### config.mk
export PLATFORM = sky130hd
export DESIGN_NAME = alu_core
export DESIGN_NICKNAME = d
export VERILOG_FILES = /design/src/rtl/alu_pkg.sv /design/src/rtl/alu_shifter.sv /design/src/rtl/alu_core.sv
export SDC_FILE = /design/constraint.sdc
export NUM_CORES = 1
export LEC_CHECK = 0
export CORE_UTILIZATION = 42
export DETAILED_ROUTE_END_ITERATION = 8
export PLACE_DENSITY = 0.66
export SYNTH_ARGS = -nofsm -noshare
export SYNTH_HDL_FRONTEND = slang
export SYNTH_SLANG_ARGS = --single-unit
### constraint.sdc
create_clock -name clk -period 1.4 [get_ports clk]
set_input_delay 0.21 -clock clk [delete_from_list [all_inputs] [get_ports clk]]
set_output_delay 0.21 -clock clk [all_outputs]
set_load 0.005 [all_outputs]
### src/rtl/alu_pkg.sv
// Shared ALU definitions: operation encoding ({funct7[5], funct3}) and default datapath width.
package alu_pkg;

   localparam int unsigned DefaultWidth = 32;

   typedef enum logic [3:0] {
      AluAdd  = 4'b0000,
      AluSll  = 4'b0001,
      AluSlt  = 4'b0010,
      AluSltu = 4'b0011,
      AluXor  = 4'b0100,
      AluSrl  = 4'b0101,
      AluOr   = 4'b0110,
      AluAnd  = 4'b0111,
      AluSub  = 4'b1000,
      AluSra  = 4'b1101
   } alu_op_e;

endpackage

### src/rtl/alu_shifter.sv
// Combinational barrel shifter producing logical-left, logical-right and arithmetic-right results.
module alu_shifter #(
   parameter int unsigned WIDTH = 32,
   parameter int unsigned ShW   = $clog2(WIDTH)
) (
   input  logic [WIDTH-1:0] a,
   input  logic [ShW-1:0]   shamt,
   output logic [WIDTH-1:0] sll,
   output logic [WIDTH-1:0] srl,
   output logic [WIDTH-1:0] sra
);

   assign sll = a << shamt;
   assign srl = a >> shamt;
   assign sra = $signed(a) >>> shamt;

endmodule

### src/rtl/alu_core.sv
// Single-cycle registered ALU; the result and its zero flag are captured together on valid input.
module alu_core
   import alu_pkg::*;
#(
   parameter int unsigned WIDTH = DefaultWidth
) (
   input  logic             clk,
   input  logic             rst,
   input  logic [WIDTH-1:0] A,
   input  logic [WIDTH-1:0] B,
   input  logic [3:0]       AluOp,
   input  logic             in_valid,
   output logic [WIDTH-1:0] S,
   output logic             out_valid,
   output logic             zero
);

   localparam int unsigned ShW = $clog2(WIDTH);

   logic [WIDTH-1:0] sll, srl, sra;
   logic [WIDTH-1:0] result;
   logic [WIDTH-1:0] s_d, s_q;
   logic             zero_d, zero_q;
   logic             valid_q;
   alu_op_e          op;

   assign op = alu_op_e'(AluOp);

   alu_shifter #(
      .WIDTH (WIDTH),
      .ShW   (ShW)
   ) u_shifter (
      .a     (A),
      .shamt (B[ShW-1:0]),
      .sll   (sll),
      .srl   (srl),
      .sra   (sra)
   );

   always_comb begin
      result = '0;
      case (op)
         AluAdd:  result = A + B;
         AluSub:  result = A - B;
         AluSll:  result = sll;
         AluSlt:  result = {{(WIDTH-1){1'b0}}, ($signed(A) < $signed(B))};
         AluSltu: result = {{(WIDTH-1){1'b0}}, (A < B)};
         AluXor:  result = A ^ B;
         AluSrl:  result = srl;
         AluSra:  result = sra;
         AluOr:   result = A | B;
         AluAnd:  result = A & B;
         default: result = '0;
      endcase
   end

   // Flag derives from the next-state value so it never lags S.
   always_comb begin
      s_d    = in_valid ? result : s_q;
      zero_d = in_valid ? (result == '0) : zero_q;
   end

   always_ff @(posedge clk or posedge rst) begin
      if (rst) begin
         s_q     <= '0;
         zero_q  <= 1'b1;
         valid_q <= 1'b0;
      end else begin
         s_q     <= s_d;
         zero_q  <= zero_d;
         valid_q <= in_valid;
      end
   end

   assign S         = s_q;
   assign zero      = zero_q;
   assign out_valid = valid_q;

endmodule

[Word-level counts from Yosys, hierarchy flattened]
Cells that the tools add are included.
Cells by class
  add/subtract/negate cells: 2
  magnitude comparators: 2
  eq/ne operators: 9
  shift-type cells: 3
  muxes and demuxes: 1
  bitwise logic cells: 3
  reduce and logical (&&, ||, !) cells: 2
Operators by type and width (number)
  $pmux W32 S10: 1
  $lt A32 B32 Y1: 2
  $add A32 B32 Y32: 1
  $and A32 B32 Y32: 1
  $logic_not A32 Y1: 1
  $or A32 B32 Y32: 1
  $shl A32 B5 Y32: 1
  $shr A32 B5 Y32: 1
  $sshr A32 B5 Y32: 1
  $sub A32 B32 Y32: 1
  $xor A32 B32 Y32: 1
  $eq A4 B3 Y1 const B: 4
  $eq A4 B2 Y1 const B: 2
  $eq A4 B4 Y1 const B: 2
  $eq A4 B1 Y1 const B: 1
  $logic_not A4 Y1: 1
Storage, ports and cells
  register bits after elaboration: 34
  input port bits: 71
  output and inout port bits: 34
  word-level logic and storage cells: 25

[Depth between registers and ports, before layout]
  depth in word-level cells: 3
  gate-level depth with buffers: 17
  gate-level depth less buffers: 14

[Hierarchy]
From an unflattened synthesis, not the netlist that was laid out.
Second synthesis, totals
  cell total of the unflattened synthesis: 1719
  area, all modules: 11866.4 µm²
Modules (own cells, without submodules)
  alu_core: times used 1, cells an instance 1136, area each 7880.1 µm², seq. area each 852.1 µm²
  alu_shifter: times used 1, cells an instance 583, area each 3986.3 µm², seq. area each 0.0 µm²

[Least setup slack after synthesis]
OpenSTA, ideal clock, no wires.
  kind: input to register
  start: input B[4]
  end: register zero_q (netlist: zero)
  library setup time: 79 ps
  data arrival time: 3819 ps
  data required time: 1321 ps
  path slack: -2498 ps
  stages: 17
  cell sequence: clkbuf_1 > inv_1 > clkbuf_1 > clkbuf_1 > ha_1 > buf_4 > inv_2 > a221oi_2 > nand2_1 > a31oi_1 > o21bai_1 > a211o_1 > a221oi_1 > o221ai_1 > a32o_1 > and4_1 > a41o_1
On the way
  cells in the longest elaborated chain, start to end: 3
  elaborated cells on any way between the ends: 12
  classes of those cells: 2 x add/sub; 2 x order compare; 3 x shift; 1 x mux; 3 x bitwise; 1 x reduce/logical
Ends and longest elaborated chain
  start: declaration: RTL line alu_core.sv:10  | input logic [WIDTH-1:0] B,
  $sub A32 B32 Y32, or another cell as far along: RTL line alu_core.sv:44  | AluSub: result = A - B;
  $pmux W32 S10 (*): RTL line alu_core.sv:42  | case (op)
  $logic_not A32 Y1 (*): RTL line alu_core.sv:60  | zero_d = in_valid ? (result == '0) : zero_q;
  end signal: assignment: RTL line alu_core.sv:70  | zero_q <= zero_d;
  end: declaration: RTL line alu_core.sv:23  | logic zero_d, zero_q;
Every way passes the cells marked *; elsewhere a longest branch is shown, timed or not.
A chain may end at the register's enable or synchronous reset.

[Worst setup path after layout]
  start: input B[0]
  end: register zero_q (netlist: zero)
Same word-level chain as after synthesis.

==> results.yml <==
run_status:
  outcome: "finished, violations left"
  violations: "negative setup slack"
global_routing:
  overflow: 0
  grt_first_pass_wirelength_um: 98640
  grt_max_degree: 58
  grt_pass1_vias: 16098
  antenna_found_initial: 3
  grt_usage: 0.4955
power_and_ir_drop:
  p_switching_w: 0.005196
  clkPwrFrac: 0.089
  seq_power_share: 0.106
  combPwrFrac: 0.805
  peakVddDrop_uv: 824.4
  p_sw_frac: 0.4583
  power_density_nw_per_um2: 555.3
  leakagePower_nw: 9.121
  internal-power_w: 0.006142
clock_tree:
  clk_pin_slew_ns: 0.05
  postCtsHoldBufs: 0
  htreeDepth: 2
  cts.sinks: 34
  cts_buffers: 5
  cts_tree: "done"
  clockBufferDepth: 2
  clock_latency_ns: 0.28
  cts_root_buf: "clkbuf_16"
synth:
  synth_edf_count: 0
  synthAdderAreaFrac: 0.1147
  synthCells: 1512
  synth_area_leaders: "ha_1 11%, mux4_2 7.6%, dfrtp_1 7.6%, a21oi_1 6.4%, nor2_1 5.3%"
  yosysTopAreaCell: "ha_1"
  synth_area_um2: 10930
  synth_ff_type: "dfrtp_1"
  ys_types: 99
  async_reset_ff_frac: 1.000
  synth.top_cell.area_share: 0.1110
  synthMuxAreaShare: 0.1692
  synth-seq-cells: 34
  yosys.area_share.simple: 0.2131
  synth_xor_area_frac: 0.01602
  syn_avg_cell_area_um2: 7.232
  synth_top_family_by_area: "compound AO/OA/AOI/OAI gates"
  syn_nets: 1682
  ys_seq_area_frac: 0.07793
  synth-compound-area-share: 0.3203
  synth_warnings: 0
sta:
  setup_viol: 33
  worst_clock_skew_ns: 0
  timing.final.ws_setup_ns: -2.082
  hold_viol: 0
  rsz0062_at_grt: "yes"
  min_period_ns: 3.482
  worst_pin_slew_ns: 0.7052
  post-route-period-util: 2.487
  maxSlewViolCount: 0
  relSlewSlack: 0.5299
  max_freq_mhz: 287.2
setup_path:
  cpPeakStageDelay_ns: 0.44
  cpLargestDelayFamily: "simple AND/OR/NAND/NOR gates"
  cpMostUsedCell: "buf_6"
  slowest_stage: "or3b_4"
  worst_setup_path_start_kind: "input port"
  crit_type: "input port to flip-flop"
  cp.required_ns: 1.62
  path_max_fanout: 4
  critPathBufInv: 3
  endpoint_kind: "flip-flop"
  r2r_start: "zero$_DFFE_PP1P_"
  worstPathCellList: "buf_12, buf_6, ha_4, fa_2, nor3_4, o311ai_4, buf_6, a31oi_4, a211oi_4, o211ai_1, a211oi_2, nor4_2, or3b_4, nor4_4, and3_4, a41o_1"
  startpoint: "B[0]"
  worstPathArrival_ns: 3.70
route:
  vias_per_cell: 6.737
  routed_wl_um: 71960
  drt-pass1-iter-count: 9
  drc: 0
  ant_nets: 0
  wire_per_inst_um: 27.70
  first_iter_violations: 2715
  vias: 17502
finish:
  final_cell_mix: "655 x buf_4, 136 x nor2_1, 128 x nand2_1"
  n_antenna_cell: 0
  layout_commonest_cell: "buf_4"
  final_cells: 2598
  layout-drive-gt1-share: 0.5423
  fin_nets: 2438
  final_area_um2: 20420
  fillers: 1627
  areaGrowthSynthToFinish_pct: 86.75
place:
  finalWeightedCongestion: 1.117
  dp_cells: 2450
  pre_cts_ws_ns: -2.764
  post-dp-hpwl_um: 50960
  placed_area_um2: 16860
  port_buffers: 104
floorplanning:
  core_area_um2: 25330
  start_util: 0.4317
  io-pin-count: 105
  die_h_um: 163.4
  fp-row-count: 58
  die_w_um: 163.4
  die_area_um2: 26680
run:
  max_cap_violations: 0
min_path:
  hold_path.class: "input port to asynchronous set/reset pin"
[synthesized netlist by cell type (all sizes together), types with 13 or more instances]
| master | number |
|---|---|
| a211oi | 37 |
| a21o | 15 |
| a21oi | 141 |
| a221oi | 16 |
| a31oi | 29 |
| buf | 55 |
| clkbuf | 64 |
| dfrtp | 33 |
| ha | 97 |
| inv | 101 |
| mux2 | 23 |
| mux2i | 58 |
| mux4 | 43 |
| nand2 | 136 |
| nand3 | 49 |
| nand4 | 18 |
| nor2 | 153 |
| nor2b | 16 |
| nor3 | 32 |
| nor4 | 17 |
| o211ai | 29 |
| o21ai | 89 |
| o221ai | 13 |
| o22ai | 19 |
| o31ai | 27 |
| xnor2 | 19 |
[cell families after synthesis]
kind of cell / count (synthesis)
DFF: 34
muxes: 124
xor gates and xnor gates: 20
buffers and inverters: 222
adders and majority gates: 99
and+or+nand+nor: 492
AOI/OAI and AO/OA: 521
[power by group through the flow]
stage               clock, W  sequential (W)  combinational, W
finish               0.00101         0.00121           0.00912
global placement           0         0.00121           0.00673
floorplan                  0         0.00122           0.00311
global route         0.00105         0.00122           0.00938
detailed placement         0         0.00122           0.00681
CTS                  0.00101         0.00121           0.00803
[worst register-to-register path, delay by kind of cell (launching register included)]
kind	cells	cell delay (ns)
flip-flops	1	0.52
AND/OR/NAND/NOR	1	0.13
AO/OA/AOI/OAI	1	0.11
[layer usage]
| metal | GRT usage | part of all wire | vias to the layer above |
|---|---|---|---|
| li1 | - | - | 7222 |
| met1 | 0.6166 | 0.35 | 8158 |
| met2 | 0.7610 | 0.41 | 1578 |
| met3 | 0.1282 | 0.14 | 540 |
| met4 | 0.3067 | 0.098 | 4 |
| met5 | 0 | 0.00044 | - |
[stage by stage]
stage,hold slack (ns),utilization,TNS [ns],power [W]
final,0.1956,0.8062,-44.19,0.01134
after global routing,0.2384,0.8062,-45.68,0.01165
after CTS,0.1995,0.7715,-40.23,0.01025
after detailed placement,0.4698,0.6656,-66.38,0.008031
after global placement,0.4680,0.6656,-64.50,0.007942
after floorplan,0.2414,-,-35.43,0.004333
[timing repair]
item,in CTS,in global routing
setup endpoints to repair,35,35
pin swaps,147,120
buffers inserted,109,52
gates cloned,4,0
gates resized for setup,527,186
[path summary, 6_finish.rpt]
check,cells past startpoint,slack [ns],end
max in group asynchronous,3,0.78,S[2]$_DFFE_PP0P_
hold / removal,2,0.20,S[25]$_DFFE_PP0P_
setup / recovery,16,-2.08,zero$_DFFE_PP1P_
min in group clk,1,0.48,S[7]$_DFFE_PP0P_
setup reg to reg,2,0.58,zero$_DFFE_PP1P_
hold reg to reg,1,0.48,S[7]$_DFFE_PP0P_
[state kept, by name, summed over array words and instances, names as in the netlist]
register and flops:
zero 1, out_valid 1, S 32
[final cells by class]
class	count	area (um^2)	area share
clock buffers	7	132.6	0.006495
inverters	103	435.4	0.02132
multi-input cells	1256	11230	0.5502
flip-flops and latches	34	852.1	0.04173
well taps	330	412.9	0.02022
repair buffers	868	7352	0.3600
No activity file was read; power rests on OpenSTA's default activity.
